## config.mk

```make
export PLATFORM = sky130hd
export DESIGN_NAME = sb_deserializer_flat
export DESIGN_NICKNAME = d
export VERILOG_FILES = /design/src/rtl/sb_pkg.sv /design/src/rtl/sb_deserializer_if.sv /design/src/rtl/sb_sync2.sv /design/src/rtl/sb_deserializer.sv /design/src/flat_wrapper.sv
export SDC_FILE = /design/constraint.sdc
export NUM_CORES = 1
export LEC_CHECK = 0
export CORE_ASPECT_RATIO = 1.2
export CORE_UTILIZATION = 50
export CTS_BUF_LIST = sky130_fd_sc_hd__clkbuf_8
export DETAILED_ROUTE_END_ITERATION = 7
export GPL_ROUTABILITY_DRIVEN = 0
export GPL_TIMING_DRIVEN = 0
export PLACE_DENSITY_LB_ADDON = 0.15
export SYNTH_ARGS = -nofsm -noshare
export SYNTH_HDL_FRONTEND = slang
export SYNTH_SLANG_ARGS = --single-unit
```

## constraint.sdc

```tcl
create_clock -name clk -period 2.1 [get_ports clk]
set_clock_uncertainty 0.2 [all_clocks]
set_input_delay 0.42 -clock clk [delete_from_list [all_inputs] [get_ports clk]]
set_output_delay 0.42 -clock clk [all_outputs]
set_load 0.03 [all_outputs]
```

## src/rtl/sb_pkg.sv

```systemverilog
// ---------------------------------------------------------------------------
// sb_pkg
// Shared constants and types for the receive-side sideband deserializer.
//   SB_DATA_W      : packet width in bits (serial UIs per packet)
//   SB_MIN_GAP     : minimum idle cycles (rx_clk_en low) between packets
//   sb_rx_state_e  : receive FSM state encoding
// ---------------------------------------------------------------------------
package sb_pkg;

    localparam int SB_DATA_W  = 64;
    localparam int SB_MIN_GAP = 32;

    typedef enum logic [1:0] {
        GAP      = 2'd0,
        SHIFT    = 2'd1,
        ERR_WAIT = 2'd2
    } sb_rx_state_e;

endpackage

```

## src/rtl/sb_deserializer_if.sv

```systemverilog
// ---------------------------------------------------------------------------
// sb_deserializer_if
// Bundles the serial input, the packet handshake and the status pulses of
// the sideband deserializer.
//   RXDATASB            : serial sideband bit, LSB first
//   rx_clk_en           : one valid bit per cycle while high
//   de_ser_done_sampled : consumer ack (level)
//   deser_data          : assembled packet, stable while de_ser_done is high
//   de_ser_done         : packet-available level
//   frame_err/gap_err/ovf_err : one-cycle error pulses
//   busy                : deserializer is mid-packet
//   rx_state            : current receive FSM state (debug observation)
// Handshake (four-phase): de_ser_done rises with a packet; the consumer
// raises ack; de_ser_done falls; the consumer drops ack; only then may the
// next packet be loaded.
// Modports: master = deserializer side, slave = line/consumer side.
// ---------------------------------------------------------------------------
interface sb_deserializer_if
    import sb_pkg::*;
#(
    parameter int DATA_W = SB_DATA_W
);
    logic              RXDATASB;
    logic              rx_clk_en;
    logic              de_ser_done_sampled;
    logic [DATA_W-1:0] deser_data;
    logic              de_ser_done;
    logic              frame_err;
    logic              gap_err;
    logic              ovf_err;
    logic              busy;
    sb_rx_state_e      rx_state;

    modport master (
        input  RXDATASB, rx_clk_en, de_ser_done_sampled,
        output deser_data, de_ser_done, frame_err, gap_err, ovf_err, busy,
               rx_state
    );

    modport slave (
        output RXDATASB, rx_clk_en, de_ser_done_sampled,
        input  deser_data, de_ser_done, frame_err, gap_err, ovf_err, busy,
               rx_state
    );
endinterface

```

## src/rtl/sb_sync2.sv

```systemverilog
// ---------------------------------------------------------------------------
// sb_sync2
// Two-flop level synchronizer with synchronous active-high reset (reset 0).
//   clk : destination clock
//   rst : synchronous active-high reset
//   d   : asynchronous level input
//   q   : synchronized level output (2 cycles of latency)
// ---------------------------------------------------------------------------
module sb_sync2 (
    input  logic clk,
    input  logic rst,
    input  logic d,
    output logic q
);
    logic meta_q, meta_d;
    logic sync_q, sync_d;

    always_comb begin
        meta_d = d;
        sync_d = meta_q;
    end

    always_ff @(posedge clk) begin
        if (rst) begin
            meta_q <= 1'b0;
            sync_q <= 1'b0;
        end else begin
            meta_q <= meta_d;
            sync_q <= sync_d;
        end
    end

    assign q = sync_q;
endmodule

```

## src/rtl/sb_deserializer.sv

```systemverilog
// ---------------------------------------------------------------------------
// sb_deserializer
// Receive-side sideband deserializer. Shifts in one bit per cycle while
// rx_clk_en is high, assembles DATA_W-bit packets (LSB first), enforces a
// MIN_GAP idle gap between packets and hands each packet to the consumer
// through a one-entry holding register and a four-phase handshake.
// Ports:
//   clk : sideband UI-rate clock
//   rst : synchronous active-high reset
//   sb  : sb_deserializer_if.master (serial in, handshake, status out)
// Build option:
//   SB_ACK_SYNC_EN : when defined, de_ser_done_sampled passes through a
//                    2-flop synchronizer before use (2 extra cycles of ack
//                    latency); otherwise it is used directly.
// ---------------------------------------------------------------------------
module sb_deserializer
    import sb_pkg::*;
#(
    parameter int DATA_W  = SB_DATA_W,
    parameter int MIN_GAP = SB_MIN_GAP,
    parameter int CNT_W   = $clog2(DATA_W) + 1
) (
    input logic               clk,
    input logic               rst,
    sb_deserializer_if.master sb
);
    localparam int               IDX_W     = $clog2(DATA_W);
    localparam logic [CNT_W-1:0] GAP_FULL  = CNT_W'(MIN_GAP);
    localparam logic [CNT_W-1:0] LAST_BIT  = CNT_W'(DATA_W - 1);
    localparam logic [CNT_W-1:0] CNT_ONE   = CNT_W'(1);

    sb_rx_state_e      state_q,     state_d;
    logic [CNT_W-1:0]  bit_cnt_q,   bit_cnt_d;
    logic [CNT_W-1:0]  gap_cnt_q,   gap_cnt_d;
    logic [DATA_W-1:0] shift_q,     shift_d;
    logic              cmpl_q,      cmpl_d;
    logic [DATA_W-1:0] data_q,      data_d;
    logic              done_q,      done_d;
    logic              frame_err_q, frame_err_d;
    logic              gap_err_q,   gap_err_d;
    logic              ovf_err_q,   ovf_err_d;
    logic              ack_s;

`ifdef SB_ACK_SYNC_EN
    sb_sync2 u_ack_sync (
        .clk (clk),
        .rst (rst),
        .d   (sb.de_ser_done_sampled),
        .q   (ack_s)
    );
`else
    assign ack_s = sb.de_ser_done_sampled;
`endif

    always_comb begin
        state_d     = state_q;
        bit_cnt_d   = bit_cnt_q;
        gap_cnt_d   = gap_cnt_q;
        shift_d     = shift_q;
        cmpl_d      = 1'b0;
        data_d      = data_q;
        done_d      = done_q;
        frame_err_d = 1'b0;
        gap_err_d   = 1'b0;
        ovf_err_d   = 1'b0;

        unique case (state_q)
            GAP: begin
                if (sb.rx_clk_en) begin
                    if (gap_cnt_q >= GAP_FULL) begin
                        // This cycle's bit is bit 0 of a fresh packet.
                        state_d    = SHIFT;
                        shift_d    = '0;
                        shift_d[0] = sb.RXDATASB;
                        bit_cnt_d  = CNT_ONE;
                    end else begin
                        gap_err_d = 1'b1;
                        state_d   = ERR_WAIT;
                    end
                end else if (gap_cnt_q < GAP_FULL) begin
                    gap_cnt_d = gap_cnt_q + CNT_ONE;
                end
            end
            SHIFT: begin
                if (sb.rx_clk_en) begin
                    shift_d[bit_cnt_q[IDX_W-1:0]] = sb.RXDATASB;
                    if (bit_cnt_q == LAST_BIT) begin
                        state_d   = GAP;
                        gap_cnt_d = '0;
                        bit_cnt_d = '0;
                        cmpl_d    = 1'b1;
                    end else begin
                        bit_cnt_d = bit_cnt_q + CNT_ONE;
                    end
                end else begin
                    // Clock activity dropped mid-packet: discard, and this
                    // idle cycle already counts toward the next gap.
                    frame_err_d = 1'b1;
                    state_d     = GAP;
                    gap_cnt_d   = CNT_ONE;
                    bit_cnt_d   = '0;
                    shift_d     = '0;
                end
            end
            ERR_WAIT: begin
                if (!sb.rx_clk_en) begin
                    state_d   = GAP;
                    gap_cnt_d = CNT_ONE;
                end
            end
            default: begin
                state_d = GAP;
            end
        endcase

        // Ack-driven fall of the done level.
        if (done_q && ack_s) begin
            done_d = 1'b0;
        end

        // Offer the completed word one cycle after its last bit. The register
        // is free only when neither done nor ack is high, so a completion
        // coinciding with an ack-driven fall is dropped.
        if (cmpl_q) begin
            if (!done_q && !ack_s) begin
                data_d = shift_q;
                done_d = 1'b1;
            end else begin
                ovf_err_d = 1'b1;
            end
        end
    end

    always_ff @(posedge clk) begin
        if (rst) begin
            state_q     <= GAP;
            bit_cnt_q   <= '0;
            gap_cnt_q   <= GAP_FULL;
            shift_q     <= '0;
            cmpl_q      <= 1'b0;
            data_q      <= '0;
            done_q      <= 1'b0;
            frame_err_q <= 1'b0;
            gap_err_q   <= 1'b0;
            ovf_err_q   <= 1'b0;
        end else begin
            state_q     <= state_d;
            bit_cnt_q   <= bit_cnt_d;
            gap_cnt_q   <= gap_cnt_d;
            shift_q     <= shift_d;
            cmpl_q      <= cmpl_d;
            data_q      <= data_d;
            done_q      <= done_d;
            frame_err_q <= frame_err_d;
            gap_err_q   <= gap_err_d;
            ovf_err_q   <= ovf_err_d;
        end
    end

    assign sb.deser_data  = data_q;
    assign sb.de_ser_done = done_q;
    assign sb.frame_err   = frame_err_q;
    assign sb.gap_err     = gap_err_q;
    assign sb.ovf_err     = ovf_err_q;
    assign sb.busy        = (state_q == SHIFT);
    assign sb.rx_state    = state_q;
endmodule

```

## src/flat_wrapper.sv

```systemverilog
// flat-port wrapper written by rule: the top's interface ports become plain ports
module sb_deserializer_flat import sb_pkg::*;
#(
    parameter int DATA_W  = SB_DATA_W,
    parameter int MIN_GAP = SB_MIN_GAP,
    parameter int CNT_W   = $clog2(DATA_W) + 1
)
  (clk, rst, sb_RXDATASB, sb_rx_clk_en, sb_de_ser_done_sampled, sb_deser_data, sb_de_ser_done, sb_frame_err, sb_gap_err, sb_ovf_err, sb_busy, sb_rx_state);
  sb_deserializer_if #(.DATA_W(DATA_W)) sb_i ();
  input logic clk;
  input logic rst;
  input wire logic [$bits(sb_i.RXDATASB)-1:0] sb_RXDATASB;
  input wire logic [$bits(sb_i.rx_clk_en)-1:0] sb_rx_clk_en;
  input wire logic [$bits(sb_i.de_ser_done_sampled)-1:0] sb_de_ser_done_sampled;
  output wire logic [$bits(sb_i.deser_data)-1:0] sb_deser_data;
  output wire logic [$bits(sb_i.de_ser_done)-1:0] sb_de_ser_done;
  output wire logic [$bits(sb_i.frame_err)-1:0] sb_frame_err;
  output wire logic [$bits(sb_i.gap_err)-1:0] sb_gap_err;
  output wire logic [$bits(sb_i.ovf_err)-1:0] sb_ovf_err;
  output wire logic [$bits(sb_i.busy)-1:0] sb_busy;
  output wire logic [$bits(sb_i.rx_state)-1:0] sb_rx_state;
  assign sb_i.RXDATASB = sb_RXDATASB;
  assign sb_i.rx_clk_en = sb_rx_clk_en;
  assign sb_i.de_ser_done_sampled = sb_de_ser_done_sampled;
  assign sb_deser_data = sb_i.deser_data;
  assign sb_de_ser_done = sb_i.de_ser_done;
  assign sb_frame_err = sb_i.frame_err;
  assign sb_gap_err = sb_i.gap_err;
  assign sb_ovf_err = sb_i.ovf_err;
  assign sb_busy = sb_i.busy;
  assign sb_rx_state = sb_i.rx_state;
  sb_deserializer #(.DATA_W(DATA_W), .MIN_GAP(MIN_GAP), .CNT_W(CNT_W)) u_core (.clk(clk), .rst(rst), .sb(sb_i));
endmodule
```

==> results of run 1 <==
-- layer usage --
metal  GRT usage  up-vias
met3      0.0916      120
met2       0.488      407
met1       0.368     3153
met4       0.211        0
li1            -     3014
met5           0        -
-- state kept, by name, summed over array words and instances (netlist names) --
register and cells:
u_core.sb.ovf_err 1, u_core.cmpl_q 1, u_core.sb.deser_data 64, u_core.sb.rx_state 2
u_core.sb.de_ser_done 1, u_core.sb.gap_err 1, u_core.bit_cnt_q 7, u_core.gap_cnt_q 7
u_core.shift_q 64, u_core.sb.frame_err 1
-- cell usage after synthesis (11+ instances only) --
master,number
sky130_fd_sc_hd__o211ai_1,24
sky130_fd_sc_hd__nand4_1,49
sky130_fd_sc_hd__nand3_1,20
sky130_fd_sc_hd__buf_1,11
sky130_fd_sc_hd__a21oi_1,137
sky130_fd_sc_hd__nand2_1,143
sky130_fd_sc_hd__nor2_1,18
sky130_fd_sc_hd__o311ai_0,41
sky130_fd_sc_hd__o21ai_0,12
sky130_fd_sc_hd__dfxtp_1,149
sky130_fd_sc_hd__clkbuf_1,60
-- cells by family after synthesis --
kind of cell,after synthesis,share of synthesized area
adders and majority gates,7,0.0140
DFF,149,0.476
and+or+nand+nor,277,0.213
AOI/OAI and AO/OA,243,0.241
buffers and inverters,87,0.0559
-- where the power goes --
group | total [mW] | leakage (nW) | switching (mW) | internal [mW]
clock | 2.19 | 0.196 | 1.05 | 1.14
combinational | 0.796 | 2.30 | 0.507 | 0.289
sequential | 2.85 | 1.20 | 0.0178 | 2.84
total | 5.84 | 3.70 | 1.58 | 4.26
-- worst max-delay path, stage by stage (launching register included) --
cell	delay, ps
sky130_fd_sc_hd__dfxtp_2	430
sky130_fd_sc_hd__nand3_1	170
sky130_fd_sc_hd__clkbuf_1	320
sky130_fd_sc_hd__o31ai_2	400
sky130_fd_sc_hd__o21ai_0	190
sky130_fd_sc_hd__a32o_1	320
-- area by class of cell --
class	count	area share
plain buffers	72	0.0488
clock buffers	17	0.0275
clock inverters	12	0.0166
inverters	7	0.00339
multi-input cells	527	0.388
flip-flops and latches	149	0.353
well taps	161	0.0237
repair buffers	107	0.139
-- final timing paths --
path,from,endpoint,slack [ps],cells past startpoint
worst max register to register,u_core.bit_cnt_q[5]$_SDFFE_PP0P_,u_core.bit_cnt_q[3]$_SDFFE_PP0P_,-60,5
worst max-delay path,u_core.bit_cnt_q[5]$_SDFFE_PP0P_,u_core.bit_cnt_q[3]$_SDFFE_PP0P_,-60,5
worst min register to register,u_core.sb.deser_data[17]$_SDFFE_PP0P_,u_core.sb.deser_data[17]$_SDFFE_PP0P_,250,2
worst min-delay path,u_core.sb.deser_data[17]$_SDFFE_PP0P_,u_core.sb.deser_data[17]$_SDFFE_PP0P_,250,2
-- through the flow --
step                      cell area, µm²  hold WS [ps]  power, mW  worst slack [ps]
after floorplan                     6330           228       3.24             -6.11
after global placement              7280           244       3.40              -781
after detailed placement            7280           246       3.42              -797
after CTS                           8040           256       5.71              4.91
after global routing                8490           272       5.99             -83.2
final                               8490           253       5.84             -59.5
-- timing repair --
action,in CTS,in global routing
gates cloned,3,1
setup endpoints to repair,144,189
pin swaps,17,32
gates resized for setup,90,145
setup buffers,18,12
-- placed cells by master, fill, tap and decap left out, types with 4 or more instances in the layout --
| cell | netlist | final |
|---|---|---|
| sky130_fd_sc_hd__dfxtp_1 | 149 | 144 |
| sky130_fd_sc_hd__nand2_1 | 143 | 141 |
| sky130_fd_sc_hd__a21oi_1 | 137 | 134 |
| sky130_fd_sc_hd__dlymetal6s2s_1 | 0 | 54 |
| sky130_fd_sc_hd__nand4_1 | 49 | 49 |
| sky130_fd_sc_hd__clkbuf_1 | 60 | 32 |
| sky130_fd_sc_hd__o311ai_1 | 4 | 27 |
| sky130_fd_sc_hd__o211ai_1 | 24 | 24 |
| sky130_fd_sc_hd__buf_4 | 0 | 23 |
| sky130_fd_sc_hd__nand3_1 | 20 | 20 |
| sky130_fd_sc_hd__clkbuf_8 | 0 | 18 |
| sky130_fd_sc_hd__nor2_1 | 18 | 16 |
| sky130_fd_sc_hd__o311ai_2 | 0 | 16 |
| sky130_fd_sc_hd__clkdlybuf4s50_1 | 0 | 13 |
| sky130_fd_sc_hd__buf_6 | 2 | 12 |
| sky130_fd_sc_hd__clkbuf_2 | 1 | 12 |
| sky130_fd_sc_hd__o21ai_0 | 12 | 12 |
| sky130_fd_sc_hd__buf_1 | 11 | 8 |
| sky130_fd_sc_hd__dlygate4sd2_1 | 0 | 8 |
| sky130_fd_sc_hd__inv_1 | 7 | 7 |
| sky130_fd_sc_hd__buf_8 | 0 | 6 |
| sky130_fd_sc_hd__clkbuf_4 | 0 | 5 |
| sky130_fd_sc_hd__and3_1 | 6 | 4 |
| sky130_fd_sc_hd__nand3b_1 | 4 | 4 |
| sky130_fd_sc_hd__and2_1 | 5 | 4 |
| sky130_fd_sc_hd__a31oi_1 | 4 | 4 |
| sky130_fd_sc_hd__ha_4 | 0 | 4 |
| sky130_fd_sc_hd__clkinv_2 | 0 | 4 |
==> PnR_summary.wiki, run 1 <==
{| class="wikitable"
! Metric !! Value
|-
| H-tree levels || 4
|-
| Path category of the worst min-delay check || flop to flop
|-
| Number of flip-flops and latches in the synthesized netlist || 149
|-
| Clock-pin transition on the worst setup and hold timing paths || 80 ps
|-
| Worst EP required || 2230 ps
|-
| Dominant cells by area after synthesis || sky130_fd_sc_hd__dfxtp_1, sky130_fd_sc_hd__a21oi_1, sky130_fd_sc_hd__nand2_1
|-
| Uppermost routed layer || met4
|-
| Standard-cell rows || 44
|-
| Area of the core || 0.0122 mm²
|-
| Cts hold-fix bufs || 0
|-
| Count of routing violations after the opening detailed-route iteration || 721
|-
| Data arrival time of the critical path || around 2300 ps
|-
| Final ANT Viol Nets || 0
|-
| Clock root buffer || sky130_fd_sc_hd__clkbuf_8
|-
| Setup repair after global routing missed its margin || true
|-
| Final setup TNS || -250 ps
|-
| Count of cell types in the netlist || 50
|-
| Violations in the final reports || setup timing
|-
| GRT overflow || 0
|-
| Reg area || between 0.002 and 0.003 mm²
|-
| Clock net sink count || 149
|-
| Kind of end point of the critical path || flop
|-
| Initial cell density of the core || 0.515
|-
| Run status || complete, but fails checks
|-
| Source-to-sink clock delay at the later pin of the worst-skew pair || roughly 450 ps
|-
| Setup-failing EPs final || 12
|-
| Number of buffers added on ports || 75
|-
| Relative area change from synthesis to final layout || 35.5%
|-
| Antenna violations before repair || 0
|-
| Critical path startpoint category || flop
|-
| Timing-limited maximum frequency || 463 MHz
|-
| Wire length on met1 || a little over 8000 µm
|-
| Area of the mapped netlist || approximately 0.0063 mm²
|-
| Total Wirelength || approximately 21000 µm
|-
| Area of the multi-input gates || 0.00329 mm²
|-
| Post-layout worst setup margin || -59.5 ps
|-
| Peak supply drop || just over 0.5 mV
|-
| Actual slew at the worst max-slew pin || about 930 ps
|-
| Largest net degree at the start of global routing || 17
|-
| Layout net count || between 800 and 900
|-
| Placed Cells || approximately 1000
|-
| Via count of the first global-routing pass || ~6300
|-
| Hpwl dp || roughly 13000 µm
|-
| Full die area || roughly 0.013 mm²
|-
| EDFF count, synth || 0
|-
| Vias after detailed routing || 6694
|-
| Period minus WS final || 2160 ps
|-
| Category of the critical setup timing path || flop to flop
|-
| Vertical die dimension || 125 µm
|-
| Dominant register cell in the synthesized netlist || sky130_fd_sc_hd__dfxtp_1
|-
| Average wire length per cell after detail routing || ~20 µm
|-
| Final count of pins violating max slew || 0
|-
| Leakage power total || between 3 and 4 nW
|-
| Count of fill cells added during filler insertion || ~920
|-
| Fin. Hold Viols || 0
|-
| Die width || 104 µm
|-
| Maximum count of clock buffers along a single path || 2
|-
| DR WL met2 || approximately 9600 µm
|-
| Count of antenna diodes in the layout || 0
|-
| IO Count || 76
|-
| Average via count per standard cell || between 6 and 7
|-
| Most area-hungry cell type in the Yosys netlist || sky130_fd_sc_hd__dfxtp_1
|-
| Number of remaining DRC errors || 0
|-
| Synthesized net count || 775
|-
| Number of instances in the synthesized netlist || roughly 760
|-
| Fraction of layout cells with a size suffix above 1 || 0.169
|-
| Post-route core utilization || 0.698
|-
| Largest driver fanout on the critical path || 10
|-
| Fraction of registers with async set/reset || 0
|-
| Final Non-Filler Cells || 1052
|-
| Combined global-route utilization of all metal layers || 0.312
|-
| Crit share post-route || 1.03
|-
| Met3 routed wirelength || approximately 2000 µm
|-
| Top cell type's share of synthesized area || 0.476
|-
| Sequential element share of the synthesized area || 0.476
|-
| Synth warnings || 0
|-
| Clock tree from TritonCTS || built
|-
| Pwr per Cell Area || ~690 mW/mm²
|-
| Headroom to the max-slew limit || 0.379
|-
| Wire length of the first global-routing pass || around 32000 µm
|-
| Detailed-router iteration count before antenna repair || 8
|-
| Number of maximum-capacitance violations || 0
|-
| Mean area per synthesized cell || slightly above 8 µm²
|-
| Clock buffers created by TritonCTS || 17
|}
(Power assumes the default switching activity.)
==> run 2: changes to the inputs <==
--- a/config.mk
+++ b/config.mk
@@ -12,6 +12,7 @@
 export GPL_ROUTABILITY_DRIVEN = 0
 export GPL_TIMING_DRIVEN = 0
 export PLACE_DENSITY_LB_ADDON = 0.15
+export SLEW_MARGIN = 20
 export SYNTH_ARGS = -nofsm -noshare
 export SYNTH_HDL_FRONTEND = slang
 export SYNTH_SLANG_ARGS = --single-unit
==> PnR_summary.wiki, run 2 (synthesis results as in run 1) <==
{| class="wikitable"
! Metric !! Value
|-
| Worst hold path endpoint || u_core.sb.deser_data[27]$_SDFFE_PP0P_ (was u_core.sb.deser_data[17]$_SDFFE_PP0P_)
|-
| Clock-pin transition on the worst setup and hold timing paths || 80 ps (about the same)
|-
| Pwr per Cell Area || 705 mW/mm² (was 688 mW/mm²)
|-
| Final count of pins violating max slew || 0 (unchanged)
|-
| Full die area || 0.0130 mm² (unchanged)
|-
| Path category of the worst min-delay check || flop to flop (unchanged)
|-
| Actual slew at the worst max-slew pin || 792 ps (was 931 ps)
|-
| Wire length of the first global-routing pass || 31600 µm (was 31900 µm)
|-
| Via count of the first global-routing pass || 6221 (was 6318)
|-
| Clock net sink count || 149 (unchanged)
|-
| Kind of end point of the critical path || flop (unchanged)
|-
| Data arrival time of the critical path || 2350 ps (was 2290 ps)
|-
| Average wire length per cell after detail routing || 19.8 µm (was 20.0 µm)
|-
| Crit share post-route || 1.06 (was 1.03)
|-
| Source-to-sink clock delay at the later pin of the worst-skew pair || 460 ps (was 450 ps)
|-
| Clock buffers created by TritonCTS || 17 (unchanged)
|-
| Average via count per standard cell || 6.29 (was 6.36)
|-
| Critical path startpoint category || flop (unchanged)
|-
| Number of remaining DRC errors || 0 (unchanged)
|-
| Peak supply drop || 0.410 mV (was 0.519 mV)
|-
| Fin. Hold Viols || 0 (unchanged)
|-
| Count of antenna diodes in the layout || 0 (unchanged)
|-
| Leakage power total || 3.79 nW (was 3.70 nW)
|-
| Relative area change from synthesis to final layout || 35.4% (was 35.5%)
|-
| Run status || complete, but fails checks (unchanged)
|-
| Vias after detailed routing || 6681 (was 6694)
|-
| Layout net count || 901 (was 893)
|-
| Category of the critical setup timing path || flop to flop (unchanged)
|-
| Number of maximum-capacitance violations || 0 (unchanged)
|-
| Number of buffers added on ports || 75 (unchanged)
|-
| Fraction of layout cells with a size suffix above 1 || 0.160 (was 0.169)
|-
| Total Wirelength || 21100 µm (was 21000 µm)
|-
| Clock tree from TritonCTS || built (unchanged)
|-
| Count of fill cells added during filler insertion || 929 (was 919)
|-
| Count of routing violations after the opening detailed-route iteration || 757 (was 721)
|-
| H-tree levels || 4 (unchanged)
|-
| Worst reg2reg path depth || 6 (was 5)
|-
| Worst EP required || 2240 ps (was 2230 ps)
|-
| Headroom to the max-slew limit || 0.472 (was 0.379)
|-
| Area of the multi-input gates || 0.00320 mm² (was 0.00329 mm²)
|-
| Vertical die dimension || 125 µm (unchanged)
|-
| GRT overflow || 0 (unchanged)
|-
| Violations in the final reports || setup timing (unchanged)
|-
| Standard-cell rows || 44 (unchanged)
|-
| Most common library cell in the layout ignoring fill and taps || sky130_fd_sc_hd__dfxtp_1 (unchanged)
|-
| Reg area || 0.00299 mm² (was 0.00300 mm²)
|-
| Hold Crit Depth || 2 (unchanged)
|-
| Commonest non-fill, non-tap cells in the layout || sky130_fd_sc_hd__dfxtp_1, sky130_fd_sc_hd__nand2_1, sky130_fd_sc_hd__a21oi_1 (unchanged)
|-
| Worst min-delay path startpoint || u_core.sb.deser_data[27]$_SDFFE_PP0P_ (was u_core.sb.deser_data[17]$_SDFFE_PP0P_)
|-
| Final setup TNS || -963 ps (was -250 ps)
|-
| Initial cell density of the core || 0.515 (unchanged)
|-
| Timing-limited maximum frequency || 451 MHz (was 463 MHz)
|-
| Antenna violations before repair || 0 (unchanged)
|-
| Setup-failing EPs final || 22 (was 12)
|-
| Area of the core || 0.0122 mm² (unchanged)
|-
| Worst reg2reg path endpoint || u_core.gap_cnt_q[4]$_SDFFE_PP0P_ (was u_core.bit_cnt_q[3]$_SDFFE_PP0P_)
|-
| Clock root buffer || sky130_fd_sc_hd__clkbuf_8 (unchanged)
|-
| Final ANT Viol Nets || 0 (unchanged)
|-
| Die width || 104 µm (unchanged)
|-
| Largest net degree at the start of global routing || 17 (unchanged)
|-
| Cts hold-fix bufs || 0 (unchanged)
|-
| Power Total || 5.99 mW (was 5.84 mW)
|-
| Combined global-route utilization of all metal layers || 0.309 (was 0.312)
|-
| Setup repair after global routing missed its margin || true (unchanged)
|-
| Maximum count of clock buffers along a single path || 2 (unchanged)
|-
| Post-layout worst setup margin || -116 ps (was -59.5 ps)
|-
| Period minus WS final || 2220 ps (was 2160 ps)
|-
| Reg-to-reg setup timing slack || -120 ps (was -60 ps)
|-
| IO Count || 76 (unchanged)
|-
| Hpwl dp || 12900 µm (about the same)
|-
| Largest driver fanout on the critical path || 10 (unchanged)
|-
| Detailed-router iteration count before antenna repair || 6 (was 8)
|-
| Source of the worst register-to-register timing path || u_core.bit_cnt_q[0]$_SDFFE_PP0P_ (was u_core.bit_cnt_q[5]$_SDFFE_PP0P_)
|}
-- run 2: how the worst max path moves through the flow --
stage	start	to	slack, ps	cells after the start
floorplan	u_core.sb.rx_state[1]$_SDFFE_PP0P_	u_core.shift_q[11]$_SDFFE_PP0P_	-6	9
global placement	sb_rx_clk_en	u_core.bit_cnt_q[5]$_SDFFE_PP0P_	-780	6
detailed placement	sb_rx_clk_en	u_core.bit_cnt_q[5]$_SDFFE_PP0P_	-810	6
CTS	u_core.sb.rx_state[1]$_SDFFE_PP0P_	u_core.shift_q[28]$_SDFFE_PP0P_	-20	11
global route	u_core.bit_cnt_q[3]$_SDFFE_PP0P_	u_core.bit_cnt_q[6]$_SDFFE_PP0P_	-170	6
finish	u_core.bit_cnt_q[0]$_SDFFE_PP0P_	u_core.gap_cnt_q[4]$_SDFFE_PP0P_	-120	6
-- run 2: repair_timing --
action,in CTS,in global routing
cloned,2,2
setup endpoints to repair,147,191
pin swaps,14,35
resized for setup,82,126
setup buffers,23,17
-- run 2: metal layers --
layer / global-route usage / share of wire / vias to the layer above
li1: - / - / 3030
met1: 0.371 / 0.38 / 3122
met2: 0.489 / 0.46 / 413
met3: 0.0837 / 0.10 / 116
met4: 0.195 / 0.056 / 0
met5: 0 / 0 / -
-- run 2: area by class of cell --
class / instances / share of cell area
clock buffer: 19 / 0.0308
sequential: 149 / 0.353
tap: 161 / 0.0237
clock inverter: 13 / 0.0186
buffer: 71 / 0.0454
inverter: 7 / 0.00339
timing repair buffer: 116 / 0.148
multi-input combinational: 527 / 0.377
-- run 2: worst max-delay path: stages (launching register included) --
cell	delay, ps
sky130_fd_sc_hd__dfxtp_2	450
sky130_fd_sc_hd__ha_4	210
sky130_fd_sc_hd__nand2_1	100
sky130_fd_sc_hd__o41a_1	410
sky130_fd_sc_hd__clkbuf_4	200
sky130_fd_sc_hd__o311ai_0	370
sky130_fd_sc_hd__o21ai_0	150
-- run 2: power by group --
part	switching (mW)	internal (mW)
combinational	0.496	0.293
sequential	0.0195	2.84
clock	1.11	1.23
total	1.63	4.36
-- run 2: metrics by stage --
step / cells / hold WS (ps) / util / area [µm²] / setup slack, ps
floorplan: 763 / 228 / - / 6330 / -6.11
global route: 1063 / 271 / 0.698 / 8490 / -167
finish: 1063 / 254 / 0.698 / 8490 / -116
CTS: 1053 / 258 / 0.666 / 8100 / -20.1
global placement: 999 / 244 / 0.598 / 7280 / -781
detailed placement: 999 / 247 / 0.599 / 7290 / -813
